[config.mk]
export PLATFORM = sky130hd
export DESIGN_NAME = mem_wb_stage_flat
export DESIGN_NICKNAME = d
export VERILOG_FILES = /design/src/rtl/mem_wb_stage_if.sv /design/src/rtl/mem_wb_stage.sv /design/src/flat_wrapper.sv
export SDC_FILE = /design/constraint.sdc
export NUM_CORES = 1
export LEC_CHECK = 0
export CAP_MARGIN = 30
export CORE_MARGIN = 1
export CORE_UTILIZATION = 42
export DETAILED_ROUTE_END_ITERATION = 10
export PLACE_DENSITY = 0.87
export RECOVER_POWER = 50
export SYNTH_ARGS = -nofsm -noshare
export SYNTH_HDL_FRONTEND = slang
export SYNTH_SLANG_ARGS = --single-unit
[constraint.sdc]
create_clock -name in_clk -period 2.1 [get_ports in_clk]
set_clock_uncertainty 0.15 [all_clocks]
set_input_delay 0.42 -clock in_clk [delete_from_list [all_inputs] [get_ports in_clk]]
set_output_delay 0.42 -clock in_clk [all_outputs]
set_load 0.01 [all_outputs]
[src/rtl/mem_wb_stage_if.sv]
// MEM -> WB bundle: instruction fields from the MEM stage plus the register-file
// write request and status coming back out of the MEM/WB register.
interface mem_wb_stage_if #(
    parameter int CNT_W = 32
);
    logic             in_mem_valid;
    logic             out_mem_ready;
    logic             in_stall;
    logic             in_flush;
    logic             in_rd_wena;
    logic [4:0]       in_rd_addr;
    logic [1:0]       in_wb_sel;
    logic [31:0]      in_alu_result;
    logic [31:0]      in_load_data;
    logic [1:0]       in_addr_low;
    logic [2:0]       in_load_type;
    logic [31:0]      in_link_pc;
    logic [31:0]      in_hilo_data;
    logic             out_rd_wena;
    logic [4:0]       out_rd_addr;
    logic [31:0]      out_rd_data;
    logic             out_wb_valid;
    logic             out_misalign;
    logic [CNT_W-1:0] out_retired_count;

    modport slave (
        input  in_mem_valid, in_stall, in_flush, in_rd_wena, in_rd_addr, in_wb_sel,
               in_alu_result, in_load_data, in_addr_low, in_load_type, in_link_pc,
               in_hilo_data,
        output out_mem_ready, out_rd_wena, out_rd_addr, out_rd_data, out_wb_valid,
               out_misalign, out_retired_count
    );

    modport master (
        output in_mem_valid, in_stall, in_flush, in_rd_wena, in_rd_addr, in_wb_sel,
               in_alu_result, in_load_data, in_addr_low, in_load_type, in_link_pc,
               in_hilo_data,
        input  out_mem_ready, out_rd_wena, out_rd_addr, out_rd_data, out_wb_valid,
               out_misalign, out_retired_count
    );
endinterface

[src/rtl/mem_wb_stage.sv]
// MEM/WB pipeline register and writeback formatter: selects the writeback source,
// aligns/extends load data, suppresses misaligned loads and counts retirements.
module mem_wb_stage #(
    parameter int CNT_W = 32
) (
    input  logic          in_clk,
    input  logic          in_rst_n,
    mem_wb_stage_if.slave bus
);
    localparam logic [2:0] LT_LB  = 3'b001;
    localparam logic [2:0] LT_LBU = 3'b010;
    localparam logic [2:0] LT_LH  = 3'b011;
    localparam logic [2:0] LT_LHU = 3'b100;

    // Little-endian byte/halfword extraction; unknown load types behave as LW.
    function automatic logic [31:0] format_load(input logic [31:0] data,
                                                input logic [1:0]  addr_low,
                                                input logic [2:0]  load_type);
        logic [7:0]  byte_v;
        logic [15:0] half_v;
        logic [31:0] res_v;
        byte_v = data[{addr_low, 3'b000} +: 8];
        half_v = data[{addr_low[1], 4'b0000} +: 16];
        case (load_type)
            LT_LB:   res_v = {{24{byte_v[7]}}, byte_v};
            LT_LBU:  res_v = {24'h00_0000, byte_v};
            LT_LH:   res_v = {{16{half_v[15]}}, half_v};
            LT_LHU:  res_v = {16'h0000, half_v};
            default: res_v = data;
        endcase
        return res_v;
    endfunction

    function automatic logic is_misaligned(input logic [1:0] wb_sel,
                                           input logic [1:0] addr_low,
                                           input logic [2:0] load_type);
        logic mis_v;
        if (wb_sel != 2'b01) begin
            mis_v = 1'b0;
        end else begin
            case (load_type)
                LT_LB, LT_LBU: mis_v = 1'b0;
                LT_LH, LT_LHU: mis_v = addr_low[0];
                default:       mis_v = (addr_low != 2'b00);
            endcase
        end
        return mis_v;
    endfunction

    logic [31:0]      wb_data_s;
    logic             misalign_s;
    logic             wena_s;
    logic             valid_r;
    logic             fresh_r;
    logic             rd_wena_r;
    logic             misalign_r;
    logic [4:0]       rd_addr_r;
    logic [31:0]      rd_data_r;
    logic [CNT_W-1:0] cnt_r;

    // Writeback source select and write-enable qualification ahead of the register.
    always_comb begin
        wb_data_s = bus.in_alu_result;
        case (bus.in_wb_sel)
            2'b00:   wb_data_s = bus.in_alu_result;
            2'b01:   wb_data_s = format_load(bus.in_load_data, bus.in_addr_low, bus.in_load_type);
            2'b10:   wb_data_s = bus.in_link_pc;
            2'b11:   wb_data_s = bus.in_hilo_data;
            default: wb_data_s = bus.in_alu_result;
        endcase
        misalign_s = is_misaligned(bus.in_wb_sel, bus.in_addr_low, bus.in_load_type);
        wena_s     = bus.in_rd_wena & ~misalign_s & (bus.in_rd_addr != 5'd0);
    end

    // WB entry register: flush beats stall; a held entry only strobes in its fresh cycle.
    always_ff @(posedge in_clk) begin
        if (!in_rst_n) begin
            valid_r    <= 1'b0;
            fresh_r    <= 1'b0;
            rd_wena_r  <= 1'b0;
            misalign_r <= 1'b0;
            rd_addr_r  <= 5'd0;
            rd_data_r  <= 32'h0000_0000;
        end else if (bus.in_flush || (!bus.in_stall && !bus.in_mem_valid)) begin
            valid_r    <= 1'b0;
            fresh_r    <= 1'b0;
            rd_wena_r  <= 1'b0;
            misalign_r <= 1'b0;
            rd_addr_r  <= 5'd0;
            rd_data_r  <= 32'h0000_0000;
        end else if (bus.in_stall) begin
            valid_r    <= valid_r;
            fresh_r    <= 1'b0;
            rd_wena_r  <= 1'b0;
            misalign_r <= 1'b0;
            rd_addr_r  <= rd_addr_r;
            rd_data_r  <= rd_data_r;
        end else begin
            valid_r    <= 1'b1;
            fresh_r    <= 1'b1;
            rd_wena_r  <= wena_s;
            misalign_r <= misalign_s;
            rd_addr_r  <= bus.in_rd_addr;
            rd_data_r  <= wb_data_s;
        end
    end

    // Retired-instruction counter, bumped once per valid non-faulting entry.
    always_ff @(posedge in_clk) begin
        if (!in_rst_n) begin
            cnt_r <= {CNT_W{1'b0}};
        end else if (fresh_r && valid_r && !misalign_r) begin
            cnt_r <= cnt_r + {{(CNT_W-1){1'b0}}, 1'b1};
        end else begin
            cnt_r <= cnt_r;
        end
    end

    assign bus.out_mem_ready     = ~bus.in_stall;
    assign bus.out_rd_wena       = rd_wena_r;
    assign bus.out_rd_addr       = rd_addr_r;
    assign bus.out_rd_data       = rd_data_r;
    assign bus.out_wb_valid      = valid_r;
    assign bus.out_misalign      = misalign_r;
    assign bus.out_retired_count = cnt_r;
endmodule

[src/flat_wrapper.sv]
// flat-port wrapper written by rule: the top's interface ports become plain ports
module mem_wb_stage_flat 
#(
    parameter int CNT_W = 32
)
  (in_clk, in_rst_n, bus_in_mem_valid, bus_in_stall, bus_in_flush, bus_in_rd_wena, bus_in_rd_addr, bus_in_wb_sel, bus_in_alu_result, bus_in_load_data, bus_in_addr_low, bus_in_load_type, bus_in_link_pc, bus_in_hilo_data, bus_out_mem_ready, bus_out_rd_wena, bus_out_rd_addr, bus_out_rd_data, bus_out_wb_valid, bus_out_misalign, bus_out_retired_count);
  mem_wb_stage_if #(.CNT_W(CNT_W)) bus_i ();
  input  logic in_clk;
  input  logic in_rst_n;
  input wire logic [$bits(bus_i.in_mem_valid)-1:0] bus_in_mem_valid;
  input wire logic [$bits(bus_i.in_stall)-1:0] bus_in_stall;
  input wire logic [$bits(bus_i.in_flush)-1:0] bus_in_flush;
  input wire logic [$bits(bus_i.in_rd_wena)-1:0] bus_in_rd_wena;
  input wire logic [$bits(bus_i.in_rd_addr)-1:0] bus_in_rd_addr;
  input wire logic [$bits(bus_i.in_wb_sel)-1:0] bus_in_wb_sel;
  input wire logic [$bits(bus_i.in_alu_result)-1:0] bus_in_alu_result;
  input wire logic [$bits(bus_i.in_load_data)-1:0] bus_in_load_data;
  input wire logic [$bits(bus_i.in_addr_low)-1:0] bus_in_addr_low;
  input wire logic [$bits(bus_i.in_load_type)-1:0] bus_in_load_type;
  input wire logic [$bits(bus_i.in_link_pc)-1:0] bus_in_link_pc;
  input wire logic [$bits(bus_i.in_hilo_data)-1:0] bus_in_hilo_data;
  output wire logic [$bits(bus_i.out_mem_ready)-1:0] bus_out_mem_ready;
  output wire logic [$bits(bus_i.out_rd_wena)-1:0] bus_out_rd_wena;
  output wire logic [$bits(bus_i.out_rd_addr)-1:0] bus_out_rd_addr;
  output wire logic [$bits(bus_i.out_rd_data)-1:0] bus_out_rd_data;
  output wire logic [$bits(bus_i.out_wb_valid)-1:0] bus_out_wb_valid;
  output wire logic [$bits(bus_i.out_misalign)-1:0] bus_out_misalign;
  output wire logic [$bits(bus_i.out_retired_count)-1:0] bus_out_retired_count;
  assign bus_i.in_mem_valid = bus_in_mem_valid;
  assign bus_i.in_stall = bus_in_stall;
  assign bus_i.in_flush = bus_in_flush;
  assign bus_i.in_rd_wena = bus_in_rd_wena;
  assign bus_i.in_rd_addr = bus_in_rd_addr;
  assign bus_i.in_wb_sel = bus_in_wb_sel;
  assign bus_i.in_alu_result = bus_in_alu_result;
  assign bus_i.in_load_data = bus_in_load_data;
  assign bus_i.in_addr_low = bus_in_addr_low;
  assign bus_i.in_load_type = bus_in_load_type;
  assign bus_i.in_link_pc = bus_in_link_pc;
  assign bus_i.in_hilo_data = bus_in_hilo_data;
  assign bus_out_mem_ready = bus_i.out_mem_ready;
  assign bus_out_rd_wena = bus_i.out_rd_wena;
  assign bus_out_rd_addr = bus_i.out_rd_addr;
  assign bus_out_rd_data = bus_i.out_rd_data;
  assign bus_out_wb_valid = bus_i.out_wb_valid;
  assign bus_out_misalign = bus_i.out_misalign;
  assign bus_out_retired_count = bus_i.out_retired_count;
  mem_wb_stage #(.CNT_W(CNT_W)) u_core (.in_clk(in_clk), .in_rst_n(in_rst_n), .bus(bus_i));
endmodule
# After elaboration in Yosys (flattened, before gate mapping)
# Cells that the tools add are included.
# totals
register_bits,73
word_cells,42
# classes
reduce_logical,14
n_mux,5
n_bitwise,5
add_sub_neg,1
n_eq_ne,8
shift,2
# op_table
op,n
one-hot mux 32 bit (4 select lines),2
"adder 32 x 1 -> 32 bit, second input constant",1
indexed part select 32 x 6 -> 16 bit,1
indexed part select 32 x 6 -> 8 bit,1
"== test 3 x 2 -> 1 bit, second input constant",2
OR reduction 2 bit,3
nonzero test 5 bit,1
"== test 2 bit, second input constant",2
"== test 3 x 1 -> 1 bit, second input constant",1
"== test 3 bit, second input constant",1
logical AND 1 bit,3
zero test 1 bit,3
NOT 1 bit,3
OR reduction 3 bit,1
bitwise AND 1 bit,2
"== test 2 x 1 -> 1 bit, second input constant",1
zero test 2 bit,1
2-to-1 mux 1 bit,2
"inequality test 2 x 1 -> 1 bit, second input constant",1
one-hot mux 1 bit (2 select lines),1
nonzero test 2 bit,1
logical OR 1 bit,1

# Longest topological paths before layout
# depth
ltp_word,7
mapped_depth,7
mapped_depth_nobuf,6

# Worst setup path before layout
# Ideal clock, no wire load.
# synth_timing
path_kind,input to register
start,input port bus_in_addr_low[1]
end,register u_core.rd_data_r[5] (netlist: u_core.bus.out_rd_data[5])
setup_time_ns,0.121
arrival_ns,1.465
cell_stages,7
required_ns,1.829
path_slack_ns,0.364
path_cell_list,buf_6 -> buf_8 -> mux2i_1 -> nor4_1 -> a211o_1 -> a221oi_1 -> o21ai_1
# synth_via
elab_chain_len,3
# synth_lines
element,line_no,source
from (decl),flat_wrapper.sv:18,input wire logic [$bits(bus_i.in_addr_low)-1:0] bus_in_addr_low;
indexed part select 32 x 6 -> 16 bit / indexed part select 32 x 6 -> 8 bit (equally long branches),"mem_wb_stage.sv:23, mem_wb_stage.sv:22",
one-hot mux 32 bit (4 select lines) (*),mem_wb_stage.sv:24,case (load_type)
one-hot mux 32 bit (4 select lines) (*),mem_wb_stage.sv:64,case (bus.in_wb_sel)
to (signal assigned),mem_wb_stage.sv:97,rd_data_r <= rd_data_r;
to (signal assigned),mem_wb_stage.sv:104,rd_data_r <= wb_data_s;
to (decl),mem_wb_stage.sv:58,logic [31:0] rd_data_r;
# Mark *: on every way between the ends. The rest lies on a longest branch, timed or not.
# A chain may end at the register's enable or synchronous reset.

# Final worst setup path
# layout_timing
start,input port bus_in_stall
end,output port bus_out_mem_ready
# layout_via
elab_chain_len,1
# layout_lines
element,line_no,source
from (decl),flat_wrapper.sv:11,input wire logic [$bits(bus_i.in_stall)-1:0] bus_in_stall;
NOT 1 bit,mem_wb_stage.sv:119,assign bus.out_mem_ready = ~bus.in_stall;
to (decl),flat_wrapper.sv:22,output wire logic [$bits(bus_i.out_mem_ready)-1:0] bus_out_mem_ready;
# No other way between the ends.

==> results.py <==
metrics = {
    "min_path": {
        "timing.hold.worst.start": "u_core.bus.out_rd_data[6]",
        "min_path_type": "reg2reg",
    },
    "die": {
        "design.core.area_sq_um": 10500,
        "starting_density_of_the_core": 0.438,
        "ioPinCount": 219,
        "core.rowCount": 37,
        "fp.dieArea_sq_um": 11300,
        "dieWidth_um": 106,
        "die_h_um": 106,
    },
    "cells_and_area": {
        "filler_cell_count": 831,
        "post_route_cells_drive_above_1_share": 0.139,
        "postLayoutCellArea_sq_um": 7420,
        "antenna_cell_count": 0,
        "design.final.nets": 927,
        "area_delta_synth_final_pct": 62.1,
    },
    "routing": {
        "average_routed_wire_per_standard_cell_um": 18.4,
        "drt_pass1_iterations": 5,
        "route.detailed.drc": 0,
        "vias": 5130,
        "detail_route.iter0.violations": 317,
        "routed_wl_um": 17000,
        "vias_per_cell": 5.57,
        "route.antenna.remaining_nets": 0,
    },
    "global_routing": {
        "grt.overflow.total": 0,
        "maximum_number_of_pins_on_one_net_before_global_route_repair": 38,
        "grt_first_pass_wirelength_um": 26600,
        "track_usage": 0.302,
        "antenna_violations_before_repair": 0,
        "grt_pass1_vias": 5314,
    },
    "timing": {
        "layout_worst_path_cycle_share": 0.981,
        "worst_hold_slack_ns": 0.314,
        "timing_worst_slew_pin_value_ns": 0.571,
        "final.setup.worst_slack_ns": 0.0400,
        "grt_setup_unrepaired": "false",
        "timing.max_slew.rel_slack": 0.619,
        "finalCriticalPeriod_ns": 2.06,
        "final_setup_violations": 0,
        "fmax_ghz": 0.485,
        "finalHoldViolations": 0,
        "timing.final.max_slew_violations": 0,
    },
    "cts": {
        "tritoncts": "built",
        "ctsLongestPathBuffers": 2,
        "post_cts_hold_buffer_count": 0,
        "num_cts_buffers": 9,
        "clock-sinks": 73,
        "clk_pin_slew_worst_paths_ns": 0.09,
        "clock-root-buffer": "clkbuf_8",
        "cts_max_level": 3,
        "cts-resized-gates": 0,
        "cts_setup_buffers": 0,
        "clkLatencyLatePin_ns": 0.36,
    },
    "pwr": {
        "static-leakage-power_nw": 3.02,
        "power_density_nw_per_um2": 479,
        "fin_total_pwr_mw": 3.55,
        "vdd.ir_drop.worst_v": 0.000286,
    },
    "logic_synthesis": {
        "seq_area_frac_synth": 0.319,
        "postSynthCellCount": 532,
        "netlist_area_sq_um": 4580,
        "mappedNetlistNets": 679,
        "syn_area_per_cell_sq_um": 8.61,
        "post_synth_num_cell_types": 67,
        "ys_seq_elements": 73,
        "yosysWarningCount": 0,
    },
    "worst_setup_path": {
        "timing.critical_path.required_ns": 1.53,
        "r2r.worst_path.cells": 5,
        "r2r_setup_slack_ns": 0.18,
        "worstSetupStartpoint": "bus_in_stall",
        "worst_r2r_startpoint": "u_core.bus.out_retired_count[5]",
        "end_kind": "output port",
        "cp_common_cell": "clkdlybuf4s50_1",
        "critical_path_startpoint_category": "input pin",
        "cpLargestDelayFamily": "buffers and inverters",
        "path_max_fanout": 3,
        "endpoint": "bus_out_mem_ready",
        "timing.critical_path.arrival_ns": 1.49,
        "crit_buf_inv": 3,
        "setup.worst_path.class": "in2out",
        "crit_path_top_delay_cell": "clkdlybuf4s50_1",
        "timing.critical_path.cells": "clkdlybuf4s50_1 > inv_2 > clkdlybuf4s50_1",
        "max_stage_delay_ns": 0.53,
        "critical_path.reg2reg.endpoint": "u_core.bus.out_retired_count[19]",
        "worstSetupPathDepth": 3,
    },
    "flow_run": {
        "max_cap_violations": 0,
    },
    "placement": {
        "place_ws_ns": -0.220,
        "port_buffers": 218,
        "placed_area_sq_um": 7240,
        "dp_hpwl_um": 13600,
        "gpl.final_weighted_congestion": 0.926,
    },
    "status": {
        "outcome": "complete, no violations",
    },
}
==> placed cells by master, fill, tap and decap left out, drive strengths merged, types with 11 or more instances in the layout <==
cell             n
o22ai           17
nand3           17
xnor2           26
a22oi           25
dlygate4sd3     44
mux2i           37
o21ai           51
nand2           67
nor2            38
o221ai          16
buf             53
clkbuf          11
dfxtp           73
clkdlybuf4s50  173
and2            29
==> flip-flops by register name, indices dropped and copies added (netlist names) <==
name and cells:
u_core.bus.out_misalign 1, u_core.bus.out_rd_addr 5, u_core.bus.out_rd_data 32, u_core.bus.out_retired_count 32
u_core.bus.out_rd_wena 1, u_core.fresh_r 1, u_core.bus.out_wb_valid 1
==> synth_stat cells (all sizes together) <==
| cell | number | area share |
|---|---|---|
| nor4 | 9 | 0.017 |
| and3 | 6 | 0.0082 |
| o221ai | 16 | 0.031 |
| buf | 25 | 0.036 |
| or4 | 1 | 0.0016 |
| o31ai | 2 | 0.0063 |
| o211ai | 1 | 0.0016 |
| nor2b | 9 | 0.012 |
| mux2i | 37 | 0.081 |
| nand4 | 5 | 0.0068 |
| a211o | 7 | 0.013 |
| clkbuf | 10 | 0.0082 |
| nor2 | 38 | 0.033 |
| nand3b | 1 | 0.0016 |
| xor2 | 3 | 0.0057 |
| a21oi | 5 | 0.0063 |
| mux2 | 4 | 0.011 |
| nand2 | 67 | 0.057 |
| inv | 5 | 0.0041 |
| nor3 | 7 | 0.014 |
| o2111ai | 1 | 0.0057 |
| a22o | 5 | 0.0096 |
| a41oi | 1 | 0.0019 |
| a21boi | 1 | 0.0016 |
| ha | 1 | 0.0027 |
| and4 | 6 | 0.012 |
| a31o | 1 | 0.0019 |
| a221o | 1 | 0.0022 |
| o21ai | 51 | 0.065 |
| xnor2 | 26 | 0.058 |
| nand3 | 17 | 0.022 |
| and3b | 1 | 0.0019 |
| a22oi | 25 | 0.042 |
| a221oi | 8 | 0.017 |
| or2 | 2 | 0.0033 |
| dfxtp | 73 | 0.32 |
| and2 | 29 | 0.040 |
| nand2b | 8 | 0.011 |
| o22ai | 17 | 0.026 |
==> worst min-delay path by stage <==
stage,to,slack [ns],cells past startpoint
floorplan,u_core.bus.out_rd_data[0],0.32,2
global placement,u_core.bus.out_rd_data[6],0.29,2
detailed placement,u_core.bus.out_rd_data[6],0.30,2
CTS,u_core.bus.out_rd_data[6],0.32,2
global route,u_core.bus.out_rd_data[6],0.32,2
finish,u_core.bus.out_rd_data[6],0.31,2
==> power by group <==
| part | total (mW) | internal, mW | switching (mW) |
|---|---|---|---|
| logic | 0.846 | 0.480 | 0.365 |
| registers | 1.41 | 1.40 | 0.0128 |
| clock network | 1.29 | 0.684 | 0.609 |
| total | 3.55 | 2.57 | 0.987 |
==> per-layer routing <==
layer	up-vias	routed length, um	part of all wire	GRT usage
met5	-	0	0	0
met4	0	565	0.033	0.126
met3	42	1080	0.064	0.0405
met2	260	8650	0.51	0.550
met1	2385	6670	0.39	0.351
li1	2443	-	-	-
==> final cells by class <==
| type | count | area [sq um] | area share |
|---|---|---|---|
| clock buffers | 9 | 124 | 0.0167 |
| repair buffers | 272 | 2680 | 0.361 |
| clock inverters | 7 | 103 | 0.0138 |
| inverters | 5 | 18.8 | 0.00253 |
| flip-flops and latches | 73 | 1460 | 0.197 |
| well taps | 136 | 170 | 0.0229 |
| multi-input cells | 419 | 2870 | 0.386 |
==> metrics by stage <==
step,instances,util,TNS (ns)
after floorplan,532,-,0
after detailed placement,905,0.692,-5.53
final,921,0.709,0
after CTS,921,0.714,0
after global placement,905,0.692,-4.70
after global routing,921,0.709,0
==> kinds of logic (layout without fill, tap and decap cells) <==
| group | count (synthesis) | after routing | synth area share |
|---|---|---|---|
| AND/OR/NAND/NOR | 206 | 206 | 0.243 |
| AO/OA/AOI/OAI | 142 | 142 | 0.231 |
| flip-flops | 73 | 73 | 0.319 |
| multiplexers | 41 | 41 | 0.0924 |
| buffers and inverters | 40 | 293 | 0.0484 |
| XOR/XNOR | 29 | 29 | 0.0637 |
| adder cells (fa/ha/maj) | 1 | 1 | 0.00273 |
==> worst register-to-register path, delay by kind of cell (launching register included) <==
kind             cells  cell delay, ns
XOR/XNOR             1            0.15
flip-flops           1            0.44
AND/OR/NAND/NOR      4            1.07
No activity file was read; power rests on OpenSTA's default activity.
